**config.mk**
```make
export PLATFORM = sky130hd
export DESIGN_NAME = i2s_receiver
export DESIGN_NICKNAME = d
export VERILOG_FILES = /design/src/rtl/i2s_receiver.sv
export SDC_FILE = /design/constraint.sdc
export NUM_CORES = 1
export LEC_CHECK = 0
export CORE_ASPECT_RATIO = 0.8
export CORE_MARGIN = 3
export CORE_UTILIZATION = 25
export CTS_BUF_LIST = sky130_fd_sc_hd__clkbuf_16
export DETAILED_ROUTE_END_ITERATION = 12
export RECOVER_POWER = 100
export SETUP_SLACK_MARGIN = 0.1
export SYNTH_ARGS = -nofsm -noshare
export SYNTH_HDL_FRONTEND = slang
export SYNTH_SLANG_ARGS = --single-unit
export TNS_END_PERCENT = 10
```
**constraint.sdc**
```tcl
create_clock -name clk -period 1.75 [get_ports clk]
set_input_delay 0.2625 -clock clk [delete_from_list [all_inputs] [get_ports clk]]
set_output_delay 0.2625 -clock clk [all_outputs]
set_load 0.03 [all_outputs]
```
**src/rtl/i2s_receiver.sv**
```systemverilog
// rtl/i2s_receiver.sv - I2S slave receiver: synchronizes bck/lrck/sdata to clk and emits one word per channel
module i2s_receiver #(
    parameter int sample_width = 24
) (
    input  logic                    clk,
    input  logic                    reset,
    input  logic                    enable,
    input  logic                    bck,
    input  logic                    lrck,
    input  logic                    sdata,
    output logic                    out_valid,
    input  logic                    out_ready,
    output logic [sample_width-1:0] out_data,
    output logic                    out_chan,
    input  logic                    clear_flags,
    output logic                    overflow,
    output logic                    sync_error
);

    typedef enum logic [1:0] {IDLE, WAIT_SYNC, SHIFT, PAD} state_t;

    localparam logic [5:0] last_bit = 6'(sample_width - 1);

    state_t                  state;
    logic                    bck_s1, bck_s2, bck_prev;
    logic                    lrck_s1, lrck_s2, lrck_last;
    logic                    sdata_s1, sdata_s2;
    logic [5:0]              bit_cnt;
    logic [sample_width-2:0] shreg;
    logic                    word_chan;

    logic                    bit_event;
    logic                    boundary;
    logic                    complete;
    logic                    set_ovf;
    logic                    set_sync;
    logic [sample_width-1:0] new_word;

    assign bit_event = bck_s2 & ~bck_prev;
    // lrck changes one bit ahead of the MSB, so the boundary itself carries no word data
    assign boundary  = bit_event & (lrck_s2 != lrck_last);
    assign new_word  = {shreg, sdata_s2};
    assign complete  = enable && (state == SHIFT) && bit_event && !boundary && (bit_cnt == last_bit);
    assign set_ovf   = complete && out_valid && !out_ready;
    assign set_sync  = enable && (state == SHIFT) && boundary;

    always_ff @(posedge clk) begin
        if (reset) begin
            bck_s1     <= 1'b0;
            bck_s2     <= 1'b0;
            bck_prev   <= 1'b0;
            lrck_s1    <= 1'b0;
            lrck_s2    <= 1'b0;
            lrck_last  <= 1'b0;
            sdata_s1   <= 1'b0;
            sdata_s2   <= 1'b0;
            state      <= IDLE;
            bit_cnt    <= 6'd0;
            shreg      <= '0;
            word_chan  <= 1'b0;
            out_valid  <= 1'b0;
            out_data   <= '0;
            out_chan   <= 1'b0;
            overflow   <= 1'b0;
            sync_error <= 1'b0;
        end else begin
            bck_s1   <= bck;
            bck_s2   <= bck_s1;
            bck_prev <= bck_s2;
            lrck_s1  <= lrck;
            lrck_s2  <= lrck_s1;
            sdata_s1 <= sdata;
            sdata_s2 <= sdata_s1;
            if (bit_event) begin
                lrck_last <= lrck_s2;
            end

            if (!enable) begin
                state <= IDLE;
            end else begin
                case (state)
                    IDLE: state <= WAIT_SYNC;
                    WAIT_SYNC: begin
                        if (boundary && !lrck_s2) begin
                            state     <= SHIFT;
                            bit_cnt   <= 6'd0;
                            word_chan <= 1'b0;
                        end
                    end
                    SHIFT: begin
                        if (boundary) begin
                            state   <= WAIT_SYNC;
                            bit_cnt <= 6'd0;
                        end else if (bit_event) begin
                            shreg   <= new_word[sample_width-2:0];
                            bit_cnt <= bit_cnt + 6'd1;
                            if (bit_cnt == last_bit) begin
                                state <= PAD;
                            end
                        end
                    end
                    PAD: begin
                        if (boundary) begin
                            state     <= SHIFT;
                            bit_cnt   <= 6'd0;
                            word_chan <= lrck_s2;
                        end
                    end
                    default: state <= IDLE;
                endcase
            end

            if (complete && (!out_valid || out_ready)) begin
                out_data  <= new_word;
                out_chan  <= word_chan;
                out_valid <= 1'b1;
            end else if (out_valid && out_ready) begin
                out_valid <= 1'b0;
            end

            overflow   <= set_ovf  | (overflow   & ~clear_flags);
            sync_error <= set_sync | (sync_error & ~clear_flags);
        end
    end

endmodule

```
# After elaboration in Yosys (flattened, before gate mapping)
# Index checks and enable logic that the tools add are counted.
[classes] eq_ne=9 mux=16 n_reduce_logical=24 addsub=1 bitwise_logic=10
[op_table] operator="6-bit two-way mux" count=4
[op_table] operator="6-bit case mux with 3 select lines" count=1
[op_table] operator="4-bit AND reduction" count=3
[op_table] operator="1-bit logical AND" count=10
[op_table] operator="2-bit two-way mux" count=5
[op_table] operator="2-bit case mux with 4 select lines" count=1
[op_table] operator="6-bit by 1-bit adder with 6-bit output (second input constant)" count=1
[op_table] operator="6-bit by 5-bit equality test with 1-bit output (second input constant)" count=1
[op_table] operator="5-bit AND reduction" count=1
[op_table] operator="1-bit bitwise AND" count=4
[op_table] operator="2-bit equality test (second input constant)" count=2
[op_table] operator="1-bit logical NOT" count=4
[op_table] operator="1-bit two-way mux" count=4
[op_table] operator="2-bit != test (second input constant)" count=2
[op_table] operator="1-bit inverter" count=4
[op_table] operator="2-bit nonzero test" count=2
[op_table] operator="3-bit by 2-bit != test with 1-bit output (second input constant)" count=1
[op_table] operator="3-bit != test (second input constant)" count=1
[op_table] operator="3-bit nonzero test" count=1
[op_table] operator="2-bit by 1-bit equality test with 1-bit output (second input constant)" count=1
[op_table] operator="2-bit logical NOT" count=1
[op_table] operator="1-bit OR" count=2
[op_table] operator="1-bit case mux with 2 select lines" count=1
[op_table] operator="2-bit OR reduction" count=1
[op_table] operator="2 further kinds" count=2
[word_totals] reg_bits=68 input_bits=8

# Longest topological paths before layout
# Gate-level depths: netlist (run 1).
[logic_depth] ltp_word=9 depth_mapped=8

# Worst setup path before layout (run 1)
# OpenSTA, ideal clock, no wires.
[synth_timing] kind="reg2reg" start="register lrck_s2" end="register bit_cnt[2]" slack_ns=0.174 setup_ns=0.058 synth_period_minus_slack_ns=1.576 t_required_ns=1.692 t_arrival_ns=1.518 stages_incl_launch_ff=7 n_path_buf=2 path_cell_list="dfxtp_1 -> buf_6 -> xor2_2 -> or4_1 -> buf_2 -> nor3b_2 -> a211o_1"
[synth_via] elab_chain_cells=5 elab_cells_between_ends=10 classes_between="eq/ne: 4; mux: 2; bitwise: 1; reduce/logical: 3"
[synth_lines] element="from (decl)" line_no="26" rtl="logic lrck_s1, lrck_s2, lrck_last;"
[synth_lines] element="from (signal assigned)" line_no="71" rtl="lrck_s2 <= lrck_s1;"
[synth_lines] element="1-bit != test" line_no="41" rtl="assign boundary = bit_event & (lrck_s2 != lrck_last);"
[synth_lines] element="1-bit bitwise AND" line_no="41"
[synth_lines] element="1-bit logical AND" line_no="84" rtl="if (boundary && !lrck_s2) begin"
[synth_lines] element="2-bit != test (no source line)"
[synth_lines] element="5-bit AND reduction (no source line)"
[synth_lines] element="to (signal assigned)" line_no="96" rtl="bit_cnt <= bit_cnt + 6'd1;"
[synth_lines] element="to (decl)" line_no="28" rtl="logic [5:0] bit_cnt;"
# Parallel ways exist; a longest one is shown, timed or not.
# A chain may end at the register's enable or synchronous reset.

# Final worst setup path (run 1)
[layout_timing] start="register out_data[5]" end="output port out_data[5]"
[layout_lines] element="from (decl)" line_no="13" rtl="output logic [sample_width-1:0] out_data,"
[layout_lines] element="from (signal assigned)" line_no="114" rtl="out_data <= new_word;"
# No word-level cell between the ends.

==> results by group, run 1 <==
Status
  • Outcome: finished, final reports clean

Worst setup path
  • Setup crit end: out_data[5]
  • Worst setup path class: reg2out
  • CP bufs+invs: 1
  • Worst R2R Start: bck_s2
  • Critical path capture point type: primary output
  • R2r setup slk: 0.18 ns
  • Worst EP arrival: 1.40 ns
  • Worst reg2reg endpoint: bit_cnt[2]
  • Worst path slowest cell: dlygate4sd3_1
  • Worst path cell trace: dlygate4sd3_1
  • Levels on crit path: 1
  • R2R depth: 5
  • Max FO, Critical Path: 2
  • CP startpoint: out_data[5]
  • Family with the most delay on the worst path: buffers and inverters
  • Critical Path Max Stage Delay: 0.74 ns
  • Worst Path Required: 1.49 ns
  • CP startpoint kind: register

Synthesis
  • Netlist cell types: 43
  • Most instantiated library cell after synthesis: dfxtp_1
  • Mapped Cells: 313
  • Synth Flop Type: dfxtp_1
  • Post-synth EDFFs: 0
  • Syn Area/Cell: 8.64 um2
  • Synth warn: 0
  • Async set-reset flop share out of synthesis: 0%
  • Register bit total from synthesis: 68
  • Synthesized cell area: 2710 um2
  • Synth top area share: 50.3%
  • Sequential share of the synthesized area: 50.3%
  • Post-synthesis net count: 322
  • Post-synth top area cell: dfxtp_1
  • Top cells by area, synth: dfxtp_1 (50%), a21oi_1 (9.4%), nand2_1 (7.4%), nand4_1 (6.5%), o21ai_0 (5.0%)
  • Synth top cells by count: dfxtp_1 (68), nand2_1 (53), a21oi_1 (51)

STA
  • Setup violators final: 0
  • Slew @ Worst Pin: 0.416 ns
  • Fin crit period: 1.66 ns
  • RSZ-0062 raised after global routing: true
  • Slew Limit Fails: 0
  • Final Cycle Share: 95.1%
  • Fmax: 601 MHz
  • Fin Hold WS: 0.307 ns
  • Fin worst setup slack: 0.0857 ns
  • Final hold vios: 0
  • Slew margin rel.: 72.2%
  • Clock Skews: 0.00618 ns

Route
  • Initial DRT Pass Iterations: 4
  • DRC: 0
  • Antenna-violating nets left: 0
  • DR iter-0 viols: 114
  • Total Wirelength: 6.30 mm
  • Vias per cell: 4.72
  • Via count: 2310
  • DR WL/cell: 12.9 um

Global routing
  • First-pass GRT wire length: 10.2 mm
  • Vias in the first global route: 2100
  • Pin count of the biggest net entering global routing: 49
  • Initial antenna violation count: 0
  • Congestion Overflow GR: 0
  • Global Route Usage Sum: 10.8%

Finish
  • Share of cells above drive strength 1: 12.9%
  • Diode count: 0
  • Layout Utilization: 34.4%
  • Area growth syn-to-layout: 32.5%
  • Final layout net count: 353

Clock network
  • H-tree depth: 3
  • Clock root cell: clkbuf_16
  • Clock Sink Count: 68
  • CTS buffer count: 9
  • Cts hold-fix bufs: 0
  • Largest buffer count on any clock path: 2
  • Post-CTS setup buffers: 0
  • TritonCTS clock tree: yes
  • CTS clk-pin slew, worst paths: 0.06 ns
  • Clk_lat worst skew: 0.33 ns

Job
  • MaxCap Viol Count: 0

Place
  • Pre-CTS WS: -0.250 ns
  • Final HPWL DP: 3.88 mm
  • I/O Buffers: 35
  • RD Place Congestion: 0.777

Floorplanning
  • Die width: 122 um
  • Die Ht: 99.0 um
  • FP Rows: 33
  • IO Count: 36
  • Initial Utilization: 26.0%
  • Core box area: 10400 um2
  • DIE AREA: 12100 um2

Power
  • Leak Pwr: 1.29 nW
  • Pwr Density: 1040 nW/um2
  • VDD IR max: 0.419 mV

Min path
  • HP Start: reset
  • Worst min path class: in2reg
==> flip-flops by register name, indices dropped and copies added, names as in the netlist <==
register	cells
lrck_s1	1
bck_s2	1
bit_cnt	6
sync_error	1
overflow	1
bck_s1	1
sdata_s2	1
lrck_last	1
out_valid	1
out_data	24
shreg	23
state	2
word_chan	1
lrck_s2	1
bck_prev	1
sdata_s1	1
out_chan	1
==> final cells by class <==
type / count / area, um2
timing repair buffer: 49 / 485
clock inverter: 7 / 124
inverter: 1 / 3.75
multi-input combinational: 215 / 1210
tap: 140 / 175
clock buffer: 9 / 225
sequential: 68 / 1360
fill: 1082 / 6820
==> power breakdown <==
group / total [mW] / internal [mW] / switching, mW
Combinational: 0.0682 / 0.0289 / 0.0392
Sequential: 1.56 / 1.56 / 0.00592
Clock: 2.09 / 1.40 / 0.693
==> cell families (layout without fill, tap and decap cells) <==
group / Yosys count / count (layout) / synth area share [%]
AO/OA/AOI/OAI: 92 / 92 / 18.6
XOR/XNOR: 2 / 2 / 0.925
adder cells (fa/ha/maj): 1 / 1 / 0.462
buffers and inverters: 30 / 66 / 5.55
flip-flops: 68 / 68 / 50.3
AND/OR/NAND/NOR: 120 / 120 / 24.1
==> metrics by stage <==
step                      instances  total power, mW  setup TNS [ns]  area, um2
final                           489             3.72               0       3580
after global routing            489             3.85               0       3580
after CTS                       488             3.78               0       3550
after detailed placement        472             1.67           -1.26       3200
after global placement          472             1.67           -1.02       3200
after floorplan                 313             1.64               0       2710
==> placed cells by master (no fill, tap or decap), types with 2 or more instances in the layout <==
| cell type | synthesis | routed |
|---|---|---|
| bufinv_16 | 0 | 3 |
| nor3_2 | 2 | 3 |
| a21oi_1 | 51 | 51 |
| o31ai_1 | 2 | 2 |
| nor3b_2 | 1 | 2 |
| buf_4 | 2 | 9 |
| nand2_1 | 53 | 53 |
| clkdlybuf4s50_1 | 0 | 12 |
| and3_1 | 4 | 4 |
| a211o_1 | 4 | 4 |
| a21o_1 | 2 | 2 |
| or2b_1 | 3 | 3 |
| dfxtp_1 | 68 | 67 |
| nand2b_1 | 2 | 2 |
| nor2b_1 | 9 | 8 |
| nor2_1 | 2 | 2 |
| dlygate4sd3_1 | 0 | 21 |
| buf_12 | 0 | 2 |
| clkinv_4 | 0 | 2 |
| nand4_1 | 28 | 28 |
| o21ai_0 | 27 | 27 |
| nand3_1 | 2 | 2 |
| clkbuf_16 | 0 | 10 |
==> routing by layer <==
| layer | part of all wire, % | track usage (%) | vias up |
|---|---|---|---|
| met5 | 0 | 0 | - |
| met4 | 1.8 | 5.16 | 0 |
| met3 | 5.7 | 4.82 | 9 |
| met2 | 42 | 14.9 | 44 |
| met1 | 51 | 14.1 | 1083 |
| li1 | - | - | 1174 |
==> worst min-delay path by stage <==
stage	endpoint	slack, ns	depth (start not counted)
after floorplan	bck_s1	0.39	1
after global placement	lrck_s2	0.42	1
final	state[1]	0.31	4
after global routing	state[1]	0.31	4
after detailed placement	lrck_s2	0.43	1
after CTS	state[1]	0.28	4
==> timing repair <==
action                                  CTS  global route
endpoints found under the setup margin    6            40
cloned                                    0             1
gates resized for setup                   2             8
(Power assumes the default switching activity.)
==> run 2, diff against run 1 <==
--- a/config.mk
+++ b/config.mk
@@ -7,4 +7,5 @@
 export LEC_CHECK = 0
+export CELL_PAD_IN_SITES_DETAIL_PLACEMENT = 1
+export CELL_PAD_IN_SITES_GLOBAL_PLACEMENT = 1
 export CORE_ASPECT_RATIO = 0.8
-export CORE_MARGIN = 3
 export CORE_UTILIZATION = 25
@@ -12,2 +13,3 @@
 export DETAILED_ROUTE_END_ITERATION = 12
+export PLACE_DENSITY_LB_ADDON = 0.1
 export RECOVER_POWER = 100
--- a/constraint.sdc
+++ b/constraint.sdc
@@ -3,2 +3,2 @@
 set_output_delay 0.2625 -clock clk [all_outputs]
-set_load 0.03 [all_outputs]
+set_load 0.01 [all_outputs]
==> run 2 against run 1 <==
Register-to-register slack worse by 0.02 ns; sequential cell count stayed put; fmax is 4.7% higher; combinational power is 14% higher; clock skew is 0.0025 ns lower; non-clock buffer count is 4 higher; power is 14% lower; first-iteration DRC count is 15% higher; critical endpoint is now bit_cnt[3]; largest cell class unchanged.
==> results by group, run 2 (synthesis results as in run 1) <==
Place
  • Dpl cell area: 3210 um2 (was 3200 um2)
  • Pre-CTS WS: -0.285 ns (was -0.250 ns)
  • I/O Buffers: 35 (unchanged)
  • RD Place Congestion: 0.711 (was 0.777)
  • Final HPWL DP: 4.23 mm (was 3.88 mm)

Finish
  • Biggest register: out_data (unchanged)
  • Most common cell after layout, fill and taps aside: dfxtp_1 (unchanged)
  • Biggest regs: out_data x24, shreg x23, bit_cnt x6 (unchanged)
  • Layout Utilization: 33.8% (was 34.4%)
  • Area growth syn-to-layout: 30.2% (was 32.5%)
  • Design area: 3520 um2 (was 3580 um2)
  • Diode count: 0 (unchanged)
  • Share of cells above drive strength 1: 12.5% (was 12.9%)
  • Max reg flops: 24 (unchanged)
  • Most frequent cells in the layout: dfxtp_1 (67), nand2_1 (53), a21oi_1 (51) (unchanged)
  • Final layout net count: 357 (was 353)

Clock network
  • Clock root cell: clkbuf_16 (unchanged)
  • TritonCTS clock tree: yes (unchanged)
  • CTS clk-pin slew, worst paths: 0.05 ns (was 0.06 ns)
  • CTS buffer count: 9 (unchanged)
  • Largest buffer count on any clock path: 2 (unchanged)
  • H-tree depth: 3 (unchanged)
  • Cts hold-fix bufs: 0 (unchanged)
  • Clk_lat worst skew: 0.33 ns (about the same)
  • Clock Sink Count: 68 (unchanged)

Route
  • DRC: 0 (unchanged)
  • Vias per cell: 4.72 (about the same)
  • Initial DRT Pass Iterations: 4 (unchanged)
  • Antenna-violating nets left: 0 (unchanged)
  • Total Wirelength: 7.08 mm (was 6.30 mm)
  • Via count: 2328 (was 2310)
  • DR WL/cell: 14.4 um (was 12.9 um)
  • DR iter-0 viols: 131 (was 114)

Floorplanning
  • IO Count: 36 (unchanged)
  • Initial Utilization: 26.0% (unchanged)
  • Core box area: 10400 um2 (unchanged)
  • DIE AREA: 11200 um2 (was 12100 um2)
  • FP Rows: 33 (unchanged)
  • Die Ht: 95.0 um (was 99.0 um)
  • Die width: 118 um (was 122 um)

Worst setup path
  • CP startpoint kind: register (unchanged)
  • Worst path slowest cell: dfxtp_1 (was dlygate4sd3_1)
  • Max FO, Critical Path: 6 (was 2)
  • Critical path capture point type: register (was primary output)
  • Critical Path Max Stage Delay: 0.44 ns (was 0.74 ns)
  • Worst setup path class: reg2reg (was reg2out)
  • R2R depth: 5 (unchanged)
  • Worst path cell trace: xor2_1 > clkbuf_1 > a211oi_2 > and3_1 > a211o_1 (was dlygate4sd3_1)
  • Family with the most delay on the worst path: flip-flops (was buffers and inverters)
  • CP bufs+invs: 1 (unchanged)
  • Worst EP arrival: 1.81 ns (was 1.40 ns)
  • Levels on crit path: 5 (was 1)
  • Worst Path Required: 1.97 ns (was 1.49 ns)

Status
  • Outcome: finished, final reports clean (unchanged)

Power
  • Pwr Density: 906 nW/um2 (was 1040 nW/um2)
  • Leak Pwr: 1.30 nW (was 1.29 nW)
  • VDD IR max: 0.420 mV (was 0.419 mV)
  • Design Power: 3.19 mW (was 3.72 mW)

Global routing
  • Vias in the first global route: 2332 (was 2100)
  • Pin count of the biggest net entering global routing: 50 (was 49)
  • Global Route Usage Sum: 13.6% (was 10.8%)
  • Congestion Overflow GR: 0 (unchanged)
  • First-pass GRT wire length: 11.6 mm (was 10.2 mm)
  • Initial antenna violation count: 0 (unchanged)

STA
  • Setup violators final: 0 (unchanged)
  • Fmax: 629 MHz (was 601 MHz)
  • Slew Limit Fails: 0 (unchanged)
  • Clock Skews: 0.00369 ns (was 0.00618 ns)
  • Slew @ Worst Pin: 0.420 ns (was 0.416 ns)
  • RSZ-0062 raised after global routing: true (unchanged)
  • Fin crit period: 1.59 ns (was 1.66 ns)
  • Final Cycle Share: 90.8% (was 95.1%)
  • Final hold vios: 0 (unchanged)
  • Slew margin rel.: 71.9% (was 72.2%)
  • Fin worst setup slack: 0.161 ns (was 0.0857 ns)

Min path
  • Hold Path Stages: 4 (unchanged)
  • Worst min path class: in2reg (unchanged)

Job
  • MaxCap Viol Count: 0 (unchanged)
run 2: worst reg2reg max path, stage by stage, from the launching register on:
cell,delay [ns]
dfxtp_1,0.44
xor2_1,0.23
clkbuf_1,0.23
a211oi_2,0.14
and3_1,0.19
a211o_1,0.26
run 2: worst paths after layout:
path	slack [ns]	from	end
setup / recovery	0.16	lrck_last	bit_cnt[3]
hold / removal	0.32	reset	state[1]
setup reg to reg	0.16	lrck_last	bit_cnt[3]
hold reg to reg	0.44	lrck_s1	lrck_s2
run 2: power breakdown:
group / internal (mW) / switching [mW] / leakage, nW
clock network: 0.924 / 0.624 / 0.136
logic: 0.0344 / 0.0436 / 0.616
registers: 1.56 / 0.00601 / 0.549
run 2: layout make-up:
class	instances	area, um2
clock buffer	9	225
fill	1244	6880
sequential	68	1360
timing repair buffer	53	514
tap	140	175
inverter	1	3.75
clock inverter	7	27.5
multi-input combinational	215	1210
run 2: through the flow:
stage               hold WS [ns]  cells  setup TNS [ns]
CTS                        0.309    489               0
finish                     0.318    493               0
floorplan                  0.391    313               0
global placement           0.423    473           -1.15
detailed placement         0.430    473           -1.50
global route               0.315    493               0
run 2: routing by layer:
layer,GRT usage [%],up-vias,share of wire (%)
li1,-,1184,-
met1,17.6,1100,52
met2,20.6,36,43
met3,4.31,8,3.8
met4,6.41,0,1.7
met5,0,-,0
run 2: timing repair:
action | CTS | global route
gates cloned | 0 | 1
pin swaps | 0 | 1
resized for setup | 2 | 9
setup buffers | 0 | 3
setup endpoints to repair | 6 | 37
==> run 3, diff against run 2 <==
CORE_MARGIN = 1.5   (was unset)
==> run 3 against run 2 <==
Power increased by 11%; utilization increased by 0.41 points; clock-buffer cell count stayed put; largest cell class unchanged; sequential cell count stayed put; cell count decreased by 0.61%; critical endpoint is now bit_cnt[2]; register-to-register slack worse by 0.03 ns; fmax shrank 1.7%; worst setup slack worse by 0.027 ns; non-clock buffer count is 3 lower; first-iteration DRC count fell by 20%; sequential power is essentially flat.
==> results by group, run 3 (synthesis results as in run 1) <==
Status
  • Outcome: finished, final reports clean (unchanged)

Finish
  • Biggest regs: out_data x24, shreg x23, bit_cnt x6 (unchanged)
  • Final layout net count: 354 (was 357)
  • Most frequent cells in the layout: dfxtp_1 (68), nand2_1 (53), a21oi_1 (51) (was dfxtp_1 (67), nand2_1 (53), a21oi_1 (51))
  • Diode count: 0 (unchanged)
  • Most common cell after layout, fill and taps aside: dfxtp_1 (unchanged)
  • Biggest register: out_data (unchanged)
  • Max reg flops: 24 (unchanged)
  • Share of cells above drive strength 1: 12.3% (was 12.5%)
  • Area growth syn-to-layout: 31.7% (was 30.2%)

Clock network
  • Largest buffer count on any clock path: 2 (unchanged)
  • CTS clk-pin slew, worst paths: 0.06 ns (was 0.05 ns)
  • Clock Sink Count: 68 (unchanged)
  • Clock root cell: clkbuf_16 (unchanged)
  • CTS buffer count: 9 (unchanged)
  • TritonCTS clock tree: yes (unchanged)
  • Cts hold-fix bufs: 0 (unchanged)
  • Post-CTS setup buffers: 0 (unchanged)
  • Clk_lat worst skew: 0.33 ns (about the same)
  • H-tree depth: 3 (unchanged)

Global routing
  • Congestion Overflow GR: 0 (unchanged)
  • Initial antenna violation count: 0 (unchanged)
  • Pin count of the biggest net entering global routing: 49 (was 50)
  • Vias in the first global route: 2372 (was 2332)
  • First-pass GRT wire length: 12.0 mm (was 11.6 mm)
  • Global Route Usage Sum: 13.6% (about the same)

STA
  • Setup violators final: 0 (unchanged)
  • Final hold vios: 0 (unchanged)
  • Slew @ Worst Pin: 0.721 ns (was 0.420 ns)
  • Setup total negative slack: 0 ns (unchanged)
  • Fmax: 618 MHz (was 629 MHz)
  • Slew margin rel.: 52.0% (was 71.9%)
  • Final Cycle Share: 92.4% (was 90.8%)
  • Fin crit period: 1.62 ns (was 1.59 ns)
  • RSZ-0062 raised after global routing: true (unchanged)
  • Clock Skews: 0.00322 ns (was 0.00369 ns)
  • Fin Hold WS: 0.311 ns (was 0.318 ns)
  • Slew Limit Fails: 0 (unchanged)

Route
  • Antenna-violating nets left: 0 (unchanged)
  • Initial DRT Pass Iterations: 4 (unchanged)
  • Via count: 2324 (was 2328)
  • Total Wirelength: 7.11 mm (was 7.08 mm)
  • DR iter-0 viols: 105 (was 131)
  • Vias per cell: 4.74 (was 4.72)
  • DRC: 0 (unchanged)
  • DR WL/cell: 14.5 um (was 14.4 um)

Power
  • VDD IR max: 0.468 mV (was 0.420 mV)
  • Pwr Density: 992 nW/um2 (was 906 nW/um2)
  • Leak Pwr: 1.32 nW (was 1.30 nW)
  • Design Power: 3.54 mW (was 3.19 mW)

Worst setup path
  • Worst reg2reg endpoint: bit_cnt[2] (was bit_cnt[3])
  • R2r setup slk: 0.13 ns (was 0.16 ns)
  • Worst EP arrival: 1.89 ns (was 1.81 ns)
  • Worst setup path class: reg2reg (unchanged)
  • CP startpoint kind: register (unchanged)
  • Worst R2R Start: bck_s2 (was lrck_last)
  • R2R depth: 4 (was 5)
  • Critical path capture point type: register (unchanged)
  • Worst Path Required: 2.02 ns (was 1.97 ns)
  • Max FO, Critical Path: 6 (unchanged)

Floorplanning
  • Die width: 119 um (was 118 um)
  • Initial Utilization: 26.0% (unchanged)
  • Die Ht: 96.0 um (was 95.0 um)
  • DIE AREA: 11500 um2 (was 11200 um2)
  • IO Count: 36 (unchanged)
  • Core box area: 10400 um2 (unchanged)
  • FP Rows: 33 (unchanged)

Min path
  • Hold Crit Endpoint: state[1] (unchanged)
  • Worst min path class: in2reg (unchanged)
  • HP Start: reset (unchanged)
  • Hold Path Stages: 4 (unchanged)

Job
  • MaxCap Viol Count: 0 (unchanged)

Place
  • Final HPWL DP: 4.33 mm (was 4.23 mm)
  • I/O Buffers: 35 (unchanged)
  • RD Place Congestion: 0.719 (was 0.711)
## run 3: cell type report
type,instances,area [um2]
Clock inverter,7,81.3
Sequential cell,68,1360
Inverter,1,3.75
Timing Repair Buffer,50,505
Tap cell,140,175
Fill cell,1225,6840
Clock buffer,9,225
Multi-Input combinational cell,215,1210
## run 3: worst max path at each step
stage	from	endpoint	slack (ns)	depth (start not counted)
floorplan	lrck_s2	bit_cnt[2]	0.17	6
global placement	enable	bit_cnt[2]	-0.24	5
detailed placement	enable	bit_cnt[2]	-0.29	5
CTS	lrck_s2	bit_cnt[4]	0.09	5
global route	bck_s2	bit_cnt[2]	0.06	4
finish	bck_s2	bit_cnt[2]	0.13	4
## run 3: where the power goes
| group | internal, mW | switching [mW] | total (mW) |
|---|---|---|---|
| clock | 1.23 | 0.669 | 1.90 |
| combinational | 0.0329 | 0.0441 | 0.0770 |
| sequential | 1.56 | 0.00595 | 1.56 |
## run 3: critical path, stage by stage, from the launching register on
cell	delay, ns
dfxtp_1	0.33
or2b_1	0.29
or4_4	0.59
nor3b_1	0.23
a211o_1	0.12
## run 3: per-stage QoR
step / std cells / cell area (um2) / util [%] / setup WS [ns]
after floorplan: 313 / 2710 / - / 0.174
after global placement: 474 / 3240 / 31.2 / -0.245
after detailed placement: 474 / 3240 / 31.2 / -0.294
after CTS: 490 / 3560 / 34.2 / 0.0929
after global routing: 490 / 3560 / 34.2 / 0.0580
final: 490 / 3560 / 34.2 / 0.133
## run 3: repair_timing
item | CTS | global route
resized for setup | 3 | 8
setup endpoints to repair | 6 | 33
pin swaps | 0 | 1
cloned | 0 | 0
## run 3: layer usage
layer  track usage (%)  vias up  share of wire, %
met1              17.3     1101                51
met3              4.74       10               4.1
met2              21.4       37                44
li1                  -     1176                 -
met5                 0        -                 0
met4              5.36        0               1.4
